===== src/rtl/beta_ctl_pkg.sv =====
// Shared types and encodings for the multicycle Beta control unit.
// Latency: none, declarations only.
// Backpressure: not applicable.
package beta_ctl_pkg;

    typedef enum logic [3:0] {
        FETCH  = 4'd0,
        DECODE = 4'd1,
        MEMADR = 4'd2,
        MEMRD  = 4'd3,
        MEMWR  = 4'd4,
        MEMWB  = 4'd5,
        EXEC   = 4'd6,
        RWB    = 4'd7,
        BRANCH = 4'd8,
        ADDIEX = 4'd9,
        ADDIWB = 4'd10,
        JUMP   = 4'd11,
        TRAP   = 4'd12
    } state_t;

    typedef enum logic [1:0] {
        FLT_NONE    = 2'd0,
        FLT_OPCODE  = 2'd1,
        FLT_FUNCT   = 2'd2,
        FLT_TIMEOUT = 2'd3
    } fault_t;

    localparam logic [5:0] OP_RTYPE = 6'h00;
    localparam logic [5:0] OP_LW    = 6'h23;
    localparam logic [5:0] OP_SW    = 6'h2B;
    localparam logic [5:0] OP_BEQ   = 6'h04;
    localparam logic [5:0] OP_ADDI  = 6'h08;
    localparam logic [5:0] OP_J     = 6'h02;

    localparam logic [5:0] FN_ADD = 6'h20;
    localparam logic [5:0] FN_SUB = 6'h22;
    localparam logic [5:0] FN_AND = 6'h24;
    localparam logic [5:0] FN_OR  = 6'h25;
    localparam logic [5:0] FN_NOR = 6'h27;
    localparam logic [5:0] FN_SLT = 6'h2A;

    localparam logic [4:0] ALU_AND = 5'h00;
    localparam logic [4:0] ALU_OR  = 5'h01;
    localparam logic [4:0] ALU_ADD = 5'h02;
    localparam logic [4:0] ALU_SUB = 5'h06;
    localparam logic [4:0] ALU_SLT = 5'h07;
    localparam logic [4:0] ALU_NOR = 5'h0C;

    // States that sit on the memory handshake and count wait cycles.
    function automatic logic waits_on_mem(input state_t s);
        return (s == FETCH) || (s == MEMRD) || (s == MEMWR);
    endfunction

endpackage


===== src/rtl/alu_decode.sv =====
// R-type funct field to ALU operation, with a legality flag.
// Latency: purely combinational.
// Backpressure: none.
module alu_decode
    import beta_ctl_pkg::*;
(
    input  logic [5:0] funct,
    output logic [4:0] alu_op,
    output logic       legal
);

    // Unknown functs report illegal and drive a zero opcode.
    always_comb begin
        alu_op = ALU_AND;
        legal  = 1'b1;
        case (funct)
            FN_ADD:  alu_op = ALU_ADD;
            FN_SUB:  alu_op = ALU_SUB;
            FN_AND:  alu_op = ALU_AND;
            FN_OR:   alu_op = ALU_OR;
            FN_NOR:  alu_op = ALU_NOR;
            FN_SLT:  alu_op = ALU_SLT;
            default: legal  = 1'b0;
        endcase
    end

endmodule


===== src/rtl/ctl_multicycle.sv =====
// Multicycle Beta control FSM: fetch/decode/execute/memory/writeback with sticky trap.
// Latency: 3..5 cycles per instruction plus one per memory wait cycle.
// Backpressure: holds in FETCH/MEMRD/MEMWR until memReady, traps after MAX_WAIT waits.
module ctl_multicycle
    import beta_ctl_pkg::*;
#(
    parameter int ALUOP_W  = 5,
    parameter int MAX_WAIT = 16,
    parameter int WAIT_W   = 8
) (
    input  logic               clk,
    input  logic               reset,
    input  logic [5:0]         opCode,
    input  logic [5:0]         funct,
    input  logic               memReady,
    input  logic               Zero,
    output logic               PCWrite,
    output logic               PCWriteCond,
    output logic               PCEn,
    output logic               IorD,
    output logic               IRWrite,
    output logic               MemRead,
    output logic               MemWrite,
    output logic               RegDst,
    output logic               RegWrite,
    output logic               MemToReg,
    output logic               ALUSrcA,
    output logic [1:0]         ALUSrcB,
    output logic [1:0]         PCSource,
    output logic [ALUOP_W-1:0] ALUOp,
    output logic [1:0]         fault,
    output logic [3:0]         state
);

    state_t            state_q, state_d;
    fault_t            fault_q, fault_d;
    logic [WAIT_W-1:0] wait_q, wait_d;
    logic [4:0]        fn_alu_op;
    logic              fn_legal;
    state_t            ready_next;

    alu_decode u_alu_decode (
        .funct  (funct),
        .alu_op (fn_alu_op),
        .legal  (fn_legal)
    );

    // State, fault and wait-counter registers.
    always_ff @(posedge clk) begin
        if (reset) begin
            state_q <= FETCH;
            fault_q <= FLT_NONE;
            wait_q  <= '0;
        end else begin
            state_q <= state_d;
            fault_q <= fault_d;
            wait_q  <= wait_d;
        end
    end

    // Next state, fault capture and wait counting.
    always_comb begin
        state_d    = state_q;
        fault_d    = fault_q;
        wait_d     = wait_q;
        ready_next = FETCH;

        case (state_q)
            FETCH:   ready_next = DECODE;
            MEMRD:   ready_next = MEMWB;
            default: ready_next = FETCH;
        endcase

        case (state_q)
            FETCH, MEMRD, MEMWR: begin
                if (memReady) begin
                    state_d = ready_next;
                end else if (wait_q == WAIT_W'(MAX_WAIT)) begin
                    state_d = TRAP;
                    fault_d = FLT_TIMEOUT;
                end else begin
                    wait_d = wait_q + WAIT_W'(1);
                end
            end
            DECODE: begin
                case (opCode)
                    OP_RTYPE:     state_d = EXEC;
                    OP_LW, OP_SW: state_d = MEMADR;
                    OP_BEQ:       state_d = BRANCH;
                    OP_ADDI:      state_d = ADDIEX;
                    OP_J:         state_d = JUMP;
                    default: begin
                        state_d = TRAP;
                        fault_d = FLT_OPCODE;
                    end
                endcase
            end
            EXEC: begin
                if (fn_legal) begin
                    state_d = RWB;
                end else begin
                    state_d = TRAP;
                    fault_d = FLT_FUNCT;
                end
            end
            MEMADR:  state_d = (opCode == OP_LW) ? MEMRD : MEMWR;
            ADDIEX:  state_d = ADDIWB;
            TRAP:    state_d = TRAP;
            default: state_d = FETCH;
        endcase

        if (state_d != state_q) begin
            wait_d = '0;
        end
    end

    // Moore control decode; the FETCH strobes also qualify on memReady and reset blanks everything.
    always_comb begin
        PCWrite     = 1'b0;
        PCWriteCond = 1'b0;
        IorD        = 1'b0;
        IRWrite     = 1'b0;
        MemRead     = 1'b0;
        MemWrite    = 1'b0;
        RegDst      = 1'b0;
        RegWrite    = 1'b0;
        MemToReg    = 1'b0;
        ALUSrcA     = 1'b0;
        ALUSrcB     = 2'd0;
        PCSource    = 2'd0;
        ALUOp       = '0;
        if (!reset) begin
            case (state_q)
                FETCH: begin
                    MemRead = 1'b1;
                    ALUSrcB = 2'd1;
                    ALUOp   = ALUOP_W'(ALU_ADD);
                    IRWrite = memReady;
                    PCWrite = memReady;
                end
                DECODE: begin
                    ALUSrcB = 2'd3;
                    ALUOp   = ALUOP_W'(ALU_ADD);
                end
                EXEC: begin
                    ALUSrcA = 1'b1;
                    ALUOp   = ALUOP_W'(fn_alu_op);
                end
                RWB: begin
                    RegDst   = 1'b1;
                    RegWrite = 1'b1;
                end
                MEMADR, ADDIEX: begin
                    ALUSrcA = 1'b1;
                    ALUSrcB = 2'd2;
                    ALUOp   = ALUOP_W'(ALU_ADD);
                end
                MEMRD: begin
                    MemRead = 1'b1;
                    IorD    = 1'b1;
                end
                MEMWR: begin
                    MemWrite = 1'b1;
                    IorD     = 1'b1;
                end
                MEMWB: begin
                    MemToReg = 1'b1;
                    RegWrite = 1'b1;
                end
                BRANCH: begin
                    ALUSrcA     = 1'b1;
                    ALUOp       = ALUOP_W'(ALU_SUB);
                    PCWriteCond = 1'b1;
                    PCSource    = 2'd1;
                end
                ADDIWB: RegWrite = 1'b1;
                JUMP: begin
                    PCWrite  = 1'b1;
                    PCSource = 2'd2;
                end
                default: ;
            endcase
        end
    end

    assign PCEn  = PCWrite | (PCWriteCond & Zero);
    assign state = reset ? 4'(FETCH) : 4'(state_q);
    assign fault = reset ? 2'(FLT_NONE) : 2'(fault_q);

endmodule


===== config.mk =====
export PLATFORM = sky130hd
export DESIGN_NAME = ctl_multicycle
export DESIGN_NICKNAME = d
export VERILOG_FILES = /design/src/rtl/beta_ctl_pkg.sv /design/src/rtl/alu_decode.sv /design/src/rtl/ctl_multicycle.sv
export SDC_FILE = /design/constraint.sdc
export NUM_CORES = 1
export LEC_CHECK = 0
export ABC_AREA = 0
export BUFFER_PORTS_ARGS = -buffer_cell sky130_fd_sc_hd__buf_4
export CAP_MARGIN = 15
export CORE_MARGIN = 3
export CORE_UTILIZATION = 38
export CTS_CLUSTER_DIAMETER = 40
export DETAILED_ROUTE_END_ITERATION = 8
export GPL_ROUTABILITY_DRIVEN = 0
export SLEW_MARGIN = 20
export SYNTH_ARGS = -nofsm -noshare
export SYNTH_HDL_FRONTEND = slang
export SYNTH_SLANG_ARGS = --single-unit

===== constraint.sdc =====
create_clock -name clk -period 2.85 [get_ports clk]
set_input_delay 0.1425 -clock clk [delete_from_list [all_inputs] [get_ports clk]]
set_output_delay 0.1425 -clock clk [all_outputs]
set_load 0.01 [all_outputs]

* After elaboration in Yosys (flattened, before gate mapping) *
Index checks and enable logic that the tools add are counted.
Widths: inputs -> output; s select.

storage, ports and cells
  flip-flop bits (word level) = 14
  input port bits = 16
  output and inout bits = 26

cells by class
  $add $sub $neg = 1
  equal/unequal tests = 29
  multiplexer cells = 42
  bitwise operators = 4
  reductions and logical operators = 16

operators with widths
  operator             number
  $eq 6x6->1 const B   8
  $pmux 4 s5           2
  $pmux 4 s6           1
  $eq 4x4->1 const B   5
  $mux 1               20
  $eq 4x3->1 const B   4
  $mux 4               4
  $pmux 5 s3           1
  $mux 2               7
  $pmux 2 s3           2
  $reduce_or 6->1      2
  $reduce_or 2->1      5
  $add 8x1->8 const B  1
  $eq 4x2->1 const B   2
  $eq 8x5->1 const B   1
  $ne 2x2->1 const B   4
  $reduce_or 4->1      2
  $eq 6x2->1 const B   1
  $eq 6x3->1 const B   1
  $eq 6x4->1 const B   1
  $logic_not 6->1      1
  $pmux 3 s2           1
  $reduce_or 3->1      2
  $mux 5               1
  other kinds (12)     13

* Depth between registers and ports, before layout *
Gate-level depths: netlist of the first run.

  depth in word-level cells = 7
  depth in mapped cells = 9

* Modules after synthesis *
A second synthesis of the first run with hierarchy kept.

unflattened totals
  cell total of the unflattened synthesis = 184
  area, all modules = 1353.8 sq um

by module, submodules not included
  module          times used  cells each  area an instance (sq um)  seq. area each (sq um)
  ctl_multicycle  1           169         1233.7                    280.3
  alu_decode      1           15          120.1                     0.0

* Worst setup path after synthesis of the first run *
OpenSTA, ideal clock, no wires.

  path type = reg2reg
  start = register wait_q[0]
  end = register wait_q[0]
  arrival time = 1.863 ns
  setup slack = 0.861 ns
  cell stages (with the launch flop) = 10
  buffers on the path = 1
  clock period less this slack = 1.989 ns
  cells stage by stage = dfxtp_1 inv_1 ha_1 nand4bb_1 nor4_1 and2b_4 a211oi_1 a311o_1 buf_6 nor3_1

on the way
  longest elaborated chain between the ends = 6

ends and longest elaborated chain
  what                              line                   source
  start: declaration                ctl_multicycle.sv:37   logic [WAIT_W-1:0] wait_q, wait_d;
  start signal: assignment          ctl_multicycle.sv:57   wait_q <= wait_d;
  $eq 8x5->1                        ctl_multicycle.sv:78   end else if (wait_q == WAIT_W'(MAX_WAIT)) begin
  $mux 4                            ctl_multicycle.sv:78
  $mux 4                            ctl_multicycle.sv:76   if (memReady) begin
  $pmux 4 s6                        ctl_multicycle.sv:74   case (state_q)
  $ne 4x4->1                        ctl_multicycle.sv:112  if (state_d != state_q) begin
  $reduce_or 2->1 (no source line)  --

Several ways; a longest one is shown, not always the timed one.
A chain may end at the register's enable or synchronous reset.

* Worst setup path in the final report of the first run *
  start = register state_q[0]
  end = register wait_q[7]

on the way
  longest elaborated chain between the ends = 6

ends and longest elaborated chain
  what                                           line                                        source
  start: declaration                             ctl_multicycle.sv:35                        state_t state_q, state_d;
  start signal: assignment                       ctl_multicycle.sv:55                        state_q <= state_d;
  $eq 4x2->1 or $logic_not 4->1 (tied branches)  ctl_multicycle.sv:68, ctl_multicycle.sv:74
  $pmux 3 s2                                     ctl_multicycle.sv:68                        case (state_q)
  $mux 4                                         ctl_multicycle.sv:76
  $pmux 4 s6                                     ctl_multicycle.sv:74
  $ne 4x4->1                                     ctl_multicycle.sv:112
  $reduce_or 2->1 (no source line)               --

Several ways; a longest one is shown, not always the timed one.

==> results of run 1 <==
-- layout make-up --
type                       count  area, µm²
sequential                    14        280
multi-input combinational    165       1030
timing repair buffer          43        323
inverter                       8       30.0
fill                         378       1700
tap                           46       57.6
clock buffer                   4       55.1
-- through the flow --
stage,util,power (mW)
2_1_floorplan,-,0.591
3_3_place_gp,0.495,0.700
3_5_place_dp,0.495,0.711
4_1_cts,0.511,0.909
5_1_grt,0.511,0.970
6_report,0.511,0.905
-- report_power, final --
group / switching (mW) / total [mW] / internal, mW / leakage, nW
Sequential: 0.0520 / 0.265 / 0.213 / 0.113
Clock: 0.0729 / 0.195 / 0.122 / 0.0288
Combinational: 0.251 / 0.445 / 0.194 / 0.532
-- layer usage --
layer,track usage,vias to the layer above
met4,0.0329,0
li1,-,799
met2,0.331,48
met3,0.0183,2
met5,0,-
met1,0.234,753
-- kinds of logic after synthesis --
kind of cell	synth area share
multiplexers	0.0141
XOR/XNOR	0.0554
other	0.00264
flip-flops	0.197
AO/OA/AOI/OAI	0.273
buffers and inverters	0.0818
adder cells (fa/ha/maj)	0.0246
AND/OR/NAND/NOR	0.352
-- registers in the layout, summed over array words and instances (netlist names) --
signal	cells
state_q	4
fault_q	2
wait_q	8
-- worst max-delay path: stages, from the launching register on --
cell and delay [ns]:
dfxtp_1 0.77, nand3b_2 0.26, a211oi_4 0.38, and2b_4 0.24, a211oi_1 0.07, a311o_1 0.47, nor3_1 0.24
-- cell usage after synthesis, types with 2 or more instances --
| cell | instances |
|---|---|
| clkbuf_1 | 3 |
| a21oi_1 | 15 |
| buf_2 | 6 |
| buf_1 | 2 |
| dfxtp_1 | 14 |
| nand3_1 | 6 |
| nand2_1 | 17 |
| nor2_1 | 22 |
| nor3_1 | 18 |
| and3b_1 | 3 |
| buf_6 | 2 |
| a21o_1 | 2 |
| nor4_1 | 4 |
| a211oi_1 | 7 |
| nor2b_1 | 5 |
| xnor2_1 | 6 |
| a31oi_1 | 2 |
| o31ai_1 | 2 |
| inv_1 | 7 |
| o21ai_0 | 7 |
| a22oi_1 | 3 |
| nand4_1 | 4 |
| xor2_1 | 3 |
| ha_1 | 2 |
| nand2b_1 | 4 |
| mux2i_1 | 2 |
| buf_4 | 2 |
| a221o_1 | 2 |
-- path summary, 6_finish.rpt --
kind / end / from / cells past startpoint
min reg2reg: fault_q[1] / fault_q[1] / 2
max reg2reg: wait_q[7] / state_q[0] / 6
min: state_q[1] / reset / 2
max: wait_q[7] / state_q[0] / 6
==> impl_metrics.env, run 1 <==
export IMPL_first_global_vias=1473
export IMPL_stdcell_area_um2=1770
export IMPL_grt_usage=0.183
export IMPL_synth_edff_count=0
export IMPL_cts_max_level=1
export IMPL_clk_pin_slew_ns=0.06
export IMPL_skew_ns=0.00395
export IMPL_yosysTopAreaCell="dfxtp_1"
export IMPL_firstDrtPassIters=4
export IMPL_max_slew_margin=0.534
export IMPL_grt_overflow_total=0
export IMPL_cts_buffers_inserted=3
export IMPL_numPortBuffers=40
export IMPL_ys_ff_latch=14
export IMPL_cp_required_ns=3.01
export IMPL_cts_buffer_depth=2
export IMPL_synth_yosys_seq_area_share=0.197
export IMPL_detailed_place_hpwl_mm=3.10
export IMPL_grt_max_degree=24
export IMPL_finalWorstSetupSlack_ns=0.325
export IMPL_area_growth_pct=24.5
export IMPL_pin_count=42
export IMPL_wl_met2_mm=1.99
export IMPL_syn_inst=202
export IMPL_nets=253
export IMPL_start_util=0.410
export IMPL_finalSetupTns_ns=0
export IMPL_wl_met1_mm=1.80
export IMPL_path_class="register to register"
export IMPL_start_kind="register"
export IMPL_avgSynthCellArea_um2=7.04
export IMPL_cts_setup_buffers=0
export IMPL_hold_buffers=0
export IMPL_synthFlopType="dfxtp_1"
export IMPL_cts_num_sinks=14
export IMPL_route_met3_wl_um=236
export IMPL_top_layer="met4"
export IMPL_clkLatencyLatePin_ns=0.24
export IMPL_ys_warnings_count=0
export IMPL_grt_antenna_before_repair=0
export IMPL_period_share=0.886
export IMPL_status="finished, final reports clean"
export IMPL_hold_violations=0
export IMPL_die_width_um=67.2
export IMPL_vias=1602
export IMPL_crit_arrival_ns=2.68
export IMPL_worst_path_max_fanout=20
export IMPL_vias_per_cell=5.72
export IMPL_dieArea_um2=4510
export IMPL_fin_cells=280
export IMPL_drt_iter0_markers=97
export IMPL_wl_per_cell_um=14.4
export IMPL_fmax_mhz=396
export IMPL_final_common_cell="buf_4"
export IMPL_leakage_nw=0.674
export IMPL_routed_wl_mm=4.04
export IMPL_async_flop_share=0
export IMPL_hold_class="primary input to register"
export IMPL_dieHeight_um=67.2
export IMPL_rsz0062_at_grt="false"
export IMPL_finalMaxSlewViolations=0
export IMPL_dp_slack_ns=0.363
export IMPL_holdWs_ns=0.242
export IMPL_end_kind="register"
export IMPL_synthTopCellsByArea="dfxtp_1 (20%), nor3_1 (6.3%), nor2_1 (5.8%), a21oi_1 (5.3%), nand2_1 (4.5%)"
export IMPL_antennaDiodeCount=0
export IMPL_finalSetupViolations=0
export IMPL_worst_pin_slew_ns=0.697
export IMPL_pwr_density_cell_nw_per_um2=511
export IMPL_num_rows=21
export IMPL_placed_cells=276
export IMPL_cts_resized=0
export IMPL_mostFrequentLayoutCells="buf_4 (43), nor2_1 (22), nor3_1 (18)"
export IMPL_netlist_area_leader_share=0.197
export IMPL_drv_cap=0
export IMPL_drive_above_1_share=0.231
export IMPL_core_area_um2=3470
export IMPL_r2r_setup_slack_ns=0.32
export IMPL_ant_nets=0
export IMPL_min_period_ns=2.53
export IMPL_cts_tree="built"
export IMPL_synth_cell_type_count=58
export IMPL_drc=0
export IMPL_cts_root_buffer="clkbuf_8"
export IMPL_grt_pass1_wl_mm=6.68
export IMPL_syn_area_um2=1420
export IMPL_placed_cell_area_um2=1720
export IMPL_syn_num_nets=220
export IMPL_ir_worst_vdd_v=0.000274
Power figures use the tool's default switching activity.
==> run 2, diff against run 1 <==
Settings changed: CORE_UTILIZATION 38 to 52, PLACE_DENSITY set to 0.8.
==> run 2 against run 1 <==
Compared with the run above:
- die area is 25% lower
- core utilization grew 17 points
- via count grew 1.3%
- critical path depth is the same
- global-route usage increased by 4.3 points
- first-iteration DRC count decreased by 33%
- critical endpoint unchanged
- largest cell class unchanged
==> impl_metrics.env, run 2 (synthesis results as in run 1) <==
export IMPL_crit_arrival_ns=2.55
export IMPL_r2r_start="state_q[2]"
export IMPL_cts_max_level=1
export IMPL_grt_pass1_wl_mm=6.22
export IMPL_comb_power_share=0.519
export IMPL_finalWorstSetupSlack_ns=0.512
export IMPL_hold_buffers=0
export IMPL_ir_worst_vdd_v=0.000369
export IMPL_grt_max_degree=24
export IMPL_start_kind="register"
export IMPL_drv_cap=0
export IMPL_ant_nets=0
export IMPL_p_sw_frac=0.433
export IMPL_cts_tree="built"
export IMPL_cp_required_ns=3.06
export IMPL_drc=0
export IMPL_dp_slack_ns=0.566
export IMPL_p_seq_frac=0.307
export IMPL_dieArea_um2=3400
export IMPL_min_period_ns=2.34
export IMPL_reg_largest_list="wait_q (8), state_q (4), fault_q (2)"
export IMPL_first_global_vias=1466
export IMPL_power_switching_mw=0.370
export IMPL_clkLatencyLatePin_ns=0.28
export IMPL_finalSetupViolations=0
export IMPL_finalSetupTns_ns=0
export IMPL_mostFrequentLayoutCells="buf_4 (43), nor2_1 (22), nor3_1 (18)"
export IMPL_final_common_cell="buf_4"
export IMPL_fin_cells=264
export IMPL_vias=1623
export IMPL_wl_per_cell_um=14.3
export IMPL_num_rows=18
export IMPL_numPortBuffers=40
export IMPL_skew_ns=0.000837
export IMPL_worst_pin_slew_ns=0.615
export IMPL_grt_overflow_total=0
export IMPL_end_kind="register"
export IMPL_detailed_place_hpwl_mm=2.90
export IMPL_area_growth_pct=21.8
export IMPL_finalMaxSlewViolations=0
export IMPL_pwr_density_cell_nw_per_um2=493
export IMPL_worst_path_max_fanout=20
export IMPL_period_share=0.820
export IMPL_routed_wl_mm=3.78
export IMPL_hold_violations=0
export IMPL_grt_usage=0.226
export IMPL_firstDrtPassIters=4
export IMPL_cts_buffer_depth=2
export IMPL_rsz0062_at_grt="false"
export IMPL_power_clock_fraction=0.174
export IMPL_fmax_mhz=428
export IMPL_cts_root_buffer="clkbuf_4"
export IMPL_drt_iter0_markers=65
export IMPL_max_slew_margin=0.589
export IMPL_drive_above_1_share=0.231
export IMPL_grt_antenna_before_repair=0
export IMPL_crit_start="state_q[2]"
export IMPL_vias_per_cell=6.15
export IMPL_cts_resized=0
export IMPL_regMostFlops="wait_q"
export IMPL_intPower_mw=0.484
export IMPL_final_util=0.681
export IMPL_leakage_nw=0.666
export IMPL_cts_num_sinks=14
export IMPL_hp_start="reset"
export IMPL_core_area_um2=2540
export IMPL_cts_buffers_inserted=3
export IMPL_largest_reg_flops=8
export IMPL_hold_class="primary input to register"
export IMPL_dieHeight_um=58.3
export IMPL_nets=253
export IMPL_pin_count=42
export IMPL_cts_setup_buffers=0
export IMPL_status="finished, final reports clean"
export IMPL_antennaDiodeCount=0
export IMPL_die_width_um=58.3
export IMPL_clk_pin_slew_ns=0.09
export IMPL_start_util=0.559
export IMPL_path_class="register to register"
export IMPL_placed_cells=260
==> run 2: changes by cell type in the layout (fill, tap and decap cells not counted) <==
cell	before	now
clkbuf_4	0	3
clkbuf_8	4	1
==> run 2: through the flow <==
stage / power (mW) / instance area (µm²) / hold WS (ns)
final: 0.855 / 1730 / 0.196
after global routing: 0.910 / 1730 / 0.213
after CTS: 0.851 / 1730 / 0.192
after detailed placement: 0.703 / 1700 / 0.491
after global placement: 0.692 / 1700 / 0.475
after floorplan: 0.591 / 1420 / 0.344
==> run 2: critical path, stage by stage, from the launching register on <==
cell and delay (ns):
dfxtp_1 0.72, nand3b_2 0.29, a211oi_4 0.10, a22oi_1 0.35
a21oi_1 0.16, a311o_1 0.42, nor3_1 0.22
==> run 2: area by class of cell <==
cell class | count | area (µm²)
Fill cell | 229 | 812
Inverter | 8 | 30.0
Timing Repair Buffer | 43 | 323
Multi-Input combinational cell | 165 | 1030
Sequential cell | 14 | 280
Clock buffer | 4 | 36.3
Tap cell | 30 | 37.5
==> run 2: worst paths after layout <==
path	slack (ns)	to	cells past startpoint
max reg2reg	0.51	wait_q[7]	6
min reg2reg	0.50	fault_q[1]	2
min	0.20	state_q[2]	2
max	0.51	wait_q[7]	6
==> run 2: metal layers <==
layer	vias to the layer above	GRT usage	wire length, µm
met5	-	0	0
met4	0	0.0563	46
met3	11	0.0395	277
met2	68	0.405	1850
met1	749	0.277	1600
li1	795	-	-
==> run 2: power by group through the flow <==
stage / clock network [mW] / registers, mW / logic (mW)
finish: 0.149 / 0.262 / 0.444
global route: 0.159 / 0.268 / 0.484
CTS: 0.150 / 0.261 / 0.440
detailed placement: 0 / 0.266 / 0.437
global placement: 0 / 0.265 / 0.427
floorplan: 0 / 0.230 / 0.360
==> run 3, diff against run 2 <==
Settings changed: CORE_UTILIZATION 52 to 47, PLACE_DENSITY 0.8 to 0.77.
Clock period 2.85 ns to 2.02 ns, I/O delays scaled along.
==> run 3 against run 2 <==
Compared with the run above:
- register-to-register slack got worse by 0.45 ns
- core utilization rose by 0.86 points
- wire length rose by 2.1%
- die area rose by 9.5%
- largest cell class unchanged
==> impl_metrics.env, run 3 (synthesis results as in run 1) <==
export IMPL_vias_per_cell=5.65
export IMPL_finalMaxSlewViolations=0
export IMPL_worst_path_max_fanout=8
export IMPL_finalWorstSetupSlack_ns=0.0632
export IMPL_reg_largest_list="wait_q (8), state_q (4), fault_q (2)"
export IMPL_reg2reg_to="wait_q[3]"
export IMPL_fmax_mhz=511
export IMPL_mostFrequentLayoutCells="buf_4 (64), nor2_1 (22), nand2_1 (17)"
export IMPL_first_global_vias=1435
export IMPL_cts_tree="built"
export IMPL_firstDrtPassIters=4
export IMPL_wl_per_cell_um=13.4
export IMPL_die_width_um=61.0
export IMPL_pwr_density_cell_nw_per_um2=687
export IMPL_start_kind="register"
export IMPL_slowest_delay_ns=0.48
export IMPL_ant_nets=0
export IMPL_crit_arrival_ns=2.16
export IMPL_area_growth_pct=37.1
export IMPL_cp_top_family="simple AND/OR/NAND/NOR gates"
export IMPL_fillCellCount=251
export IMPL_whs_path_depth=2
export IMPL_core_area_um2=2830
export IMPL_multi_input_area_um2=1060
export IMPL_grt_usage=0.212
export IMPL_grt_pass1_wl_mm=6.15
export IMPL_final_common_cell="buf_4"
export IMPL_status="finished, final reports clean"
export IMPL_grt_busiest_layer="met2"
export IMPL_r2r_setup_slack_ns=0.06
export IMPL_regMostFlops="wait_q"
export IMPL_cts_buffer_depth=2
export IMPL_grt_antenna_before_repair=0
export IMPL_detailed_place_hpwl_mm=2.90
export IMPL_nets=275
export IMPL_use_met3=0.0231
export IMPL_grt_util_met1=0.271
export IMPL_min_period_ns=1.96
export IMPL_grt_overflow_total=0
export IMPL_r2r_cells=5
export IMPL_skew_ns=0.00678
export IMPL_drive_above_1_share=0.340
export IMPL_vias=1622
export IMPL_final_util=0.690
export IMPL_hold_class="primary input to register"
export IMPL_pin_count=42
export IMPL_hp_start="reset"
export IMPL_rsz0062_at_grt="true"
export IMPL_period_share=0.969
export IMPL_grt_max_degree=24
export IMPL_largest_reg_flops=8
export IMPL_drt_iter0_markers=105
export IMPL_routed_wl_mm=3.86
export IMPL_antennaDiodeCount=0
export IMPL_path_class="register to register"
export IMPL_finalSetupViolations=0
export IMPL_clkLatencyLatePin_ns=0.28
export IMPL_cts_root_buffer="clkbuf_4"
export IMPL_dieArea_um2=3720
export IMPL_ir_worst_vdd_v=0.000387
export IMPL_hold_violations=0
export IMPL_end_kind="register"
export IMPL_numPortBuffers=40
export IMPL_cp_required_ns=2.23
export IMPL_cts_num_sinks=14
export IMPL_min_to="state_q[0]"
export IMPL_r2r_start="state_q[1]"
export IMPL_slowest_stage="a311o_2"
export IMPL_leakage_nw=0.782
export IMPL_drv_cap=0
export IMPL_crit_chain="or2_4, a211oi_4, or2b_1, a311o_2, nor3_1"
export IMPL_drc=0
export IMPL_cp_buffers_inverters=0
export IMPL_cts_max_level=1
export IMPL_use_met2=0.373
export IMPL_dp_slack_ns=0.0240
export IMPL_register_area_um2=285
export IMPL_start_util=0.503
export IMPL_cts_buffers_inserted=3
export IMPL_hold_buffers=0
export IMPL_num_rows=19
export IMPL_dieHeight_um=61.0
export IMPL_clk_pin_slew_ns=0.09
run 3: what timing repair did:
item,CTS,global route
setup buffers,0,2
pin swaps,0,3
endpoints found under the setup margin,8,10
resized for setup,1,12
run 3: power by group:
group | total, mW | internal, mW | leakage (nW) | switching [mW]
logic | 0.802 | 0.383 | 0.647 | 0.419
clock network | 0.202 | 0.110 | 0.0210 | 0.0928
registers | 0.336 | 0.304 | 0.114 | 0.0318
total | 1.34 | 0.796 | 0.782 | 0.544
run 3: final cells by class:
type	instances	share of cell area
multi-input combinational	165	0.546
inverter	8	0.0173
sequential	14	0.146
clock buffer	4	0.0186
tap	31	0.0199
timing repair buffer	65	0.252
run 3: how the worst max path moves through the flow:
| stage | depth (start not counted) | endpoint | slack, ns | start |
|---|---|---|---|---|
| after floorplan | 9 | wait_q[0] | 0.03 | wait_q[0] |
| after global placement | 6 | wait_q[3] | 0.08 | state_q[3] |
| after detailed placement | 6 | wait_q[7] | 0.02 | state_q[3] |
| after CTS | 6 | wait_q[3] | 0.01 | state_q[3] |
| after global routing | 8 | wait_q[7] | -0.03 | state_q[1] |
| final | 5 | wait_q[3] | 0.06 | state_q[1] |
run 3: worst register-to-register path: stages, from the launching register on:
cell and delay (ns):
dfxtp_1 0.36, or2_4 0.28, a211oi_4 0.28, or2b_1 0.28
a311o_2 0.48, nor3_1 0.20
run 3: through the flow:
step | hold WS, ns | TNS (ns) | cells | instance area, µm² | power, mW
finish | 0.146 | 0 | 287 | 1950 | 1.34
global route | 0.161 | -0.159 | 287 | 1950 | 1.44
CTS | 0.156 | 0 | 285 | 1890 | 1.29
detailed placement | 0.459 | 0 | 281 | 1850 | 1.09
global placement | 0.453 | 0 | 281 | 1850 | 1.08
floorplan | 0.261 | 0 | 202 | 1420 | 0.833
run 3: routing by layer:
layer,vias to the layer above,wire length [µm]
met1,718,1750
li1,846,-
met2,54,1840
met3,4,239
met4,0,28
met5,-,0
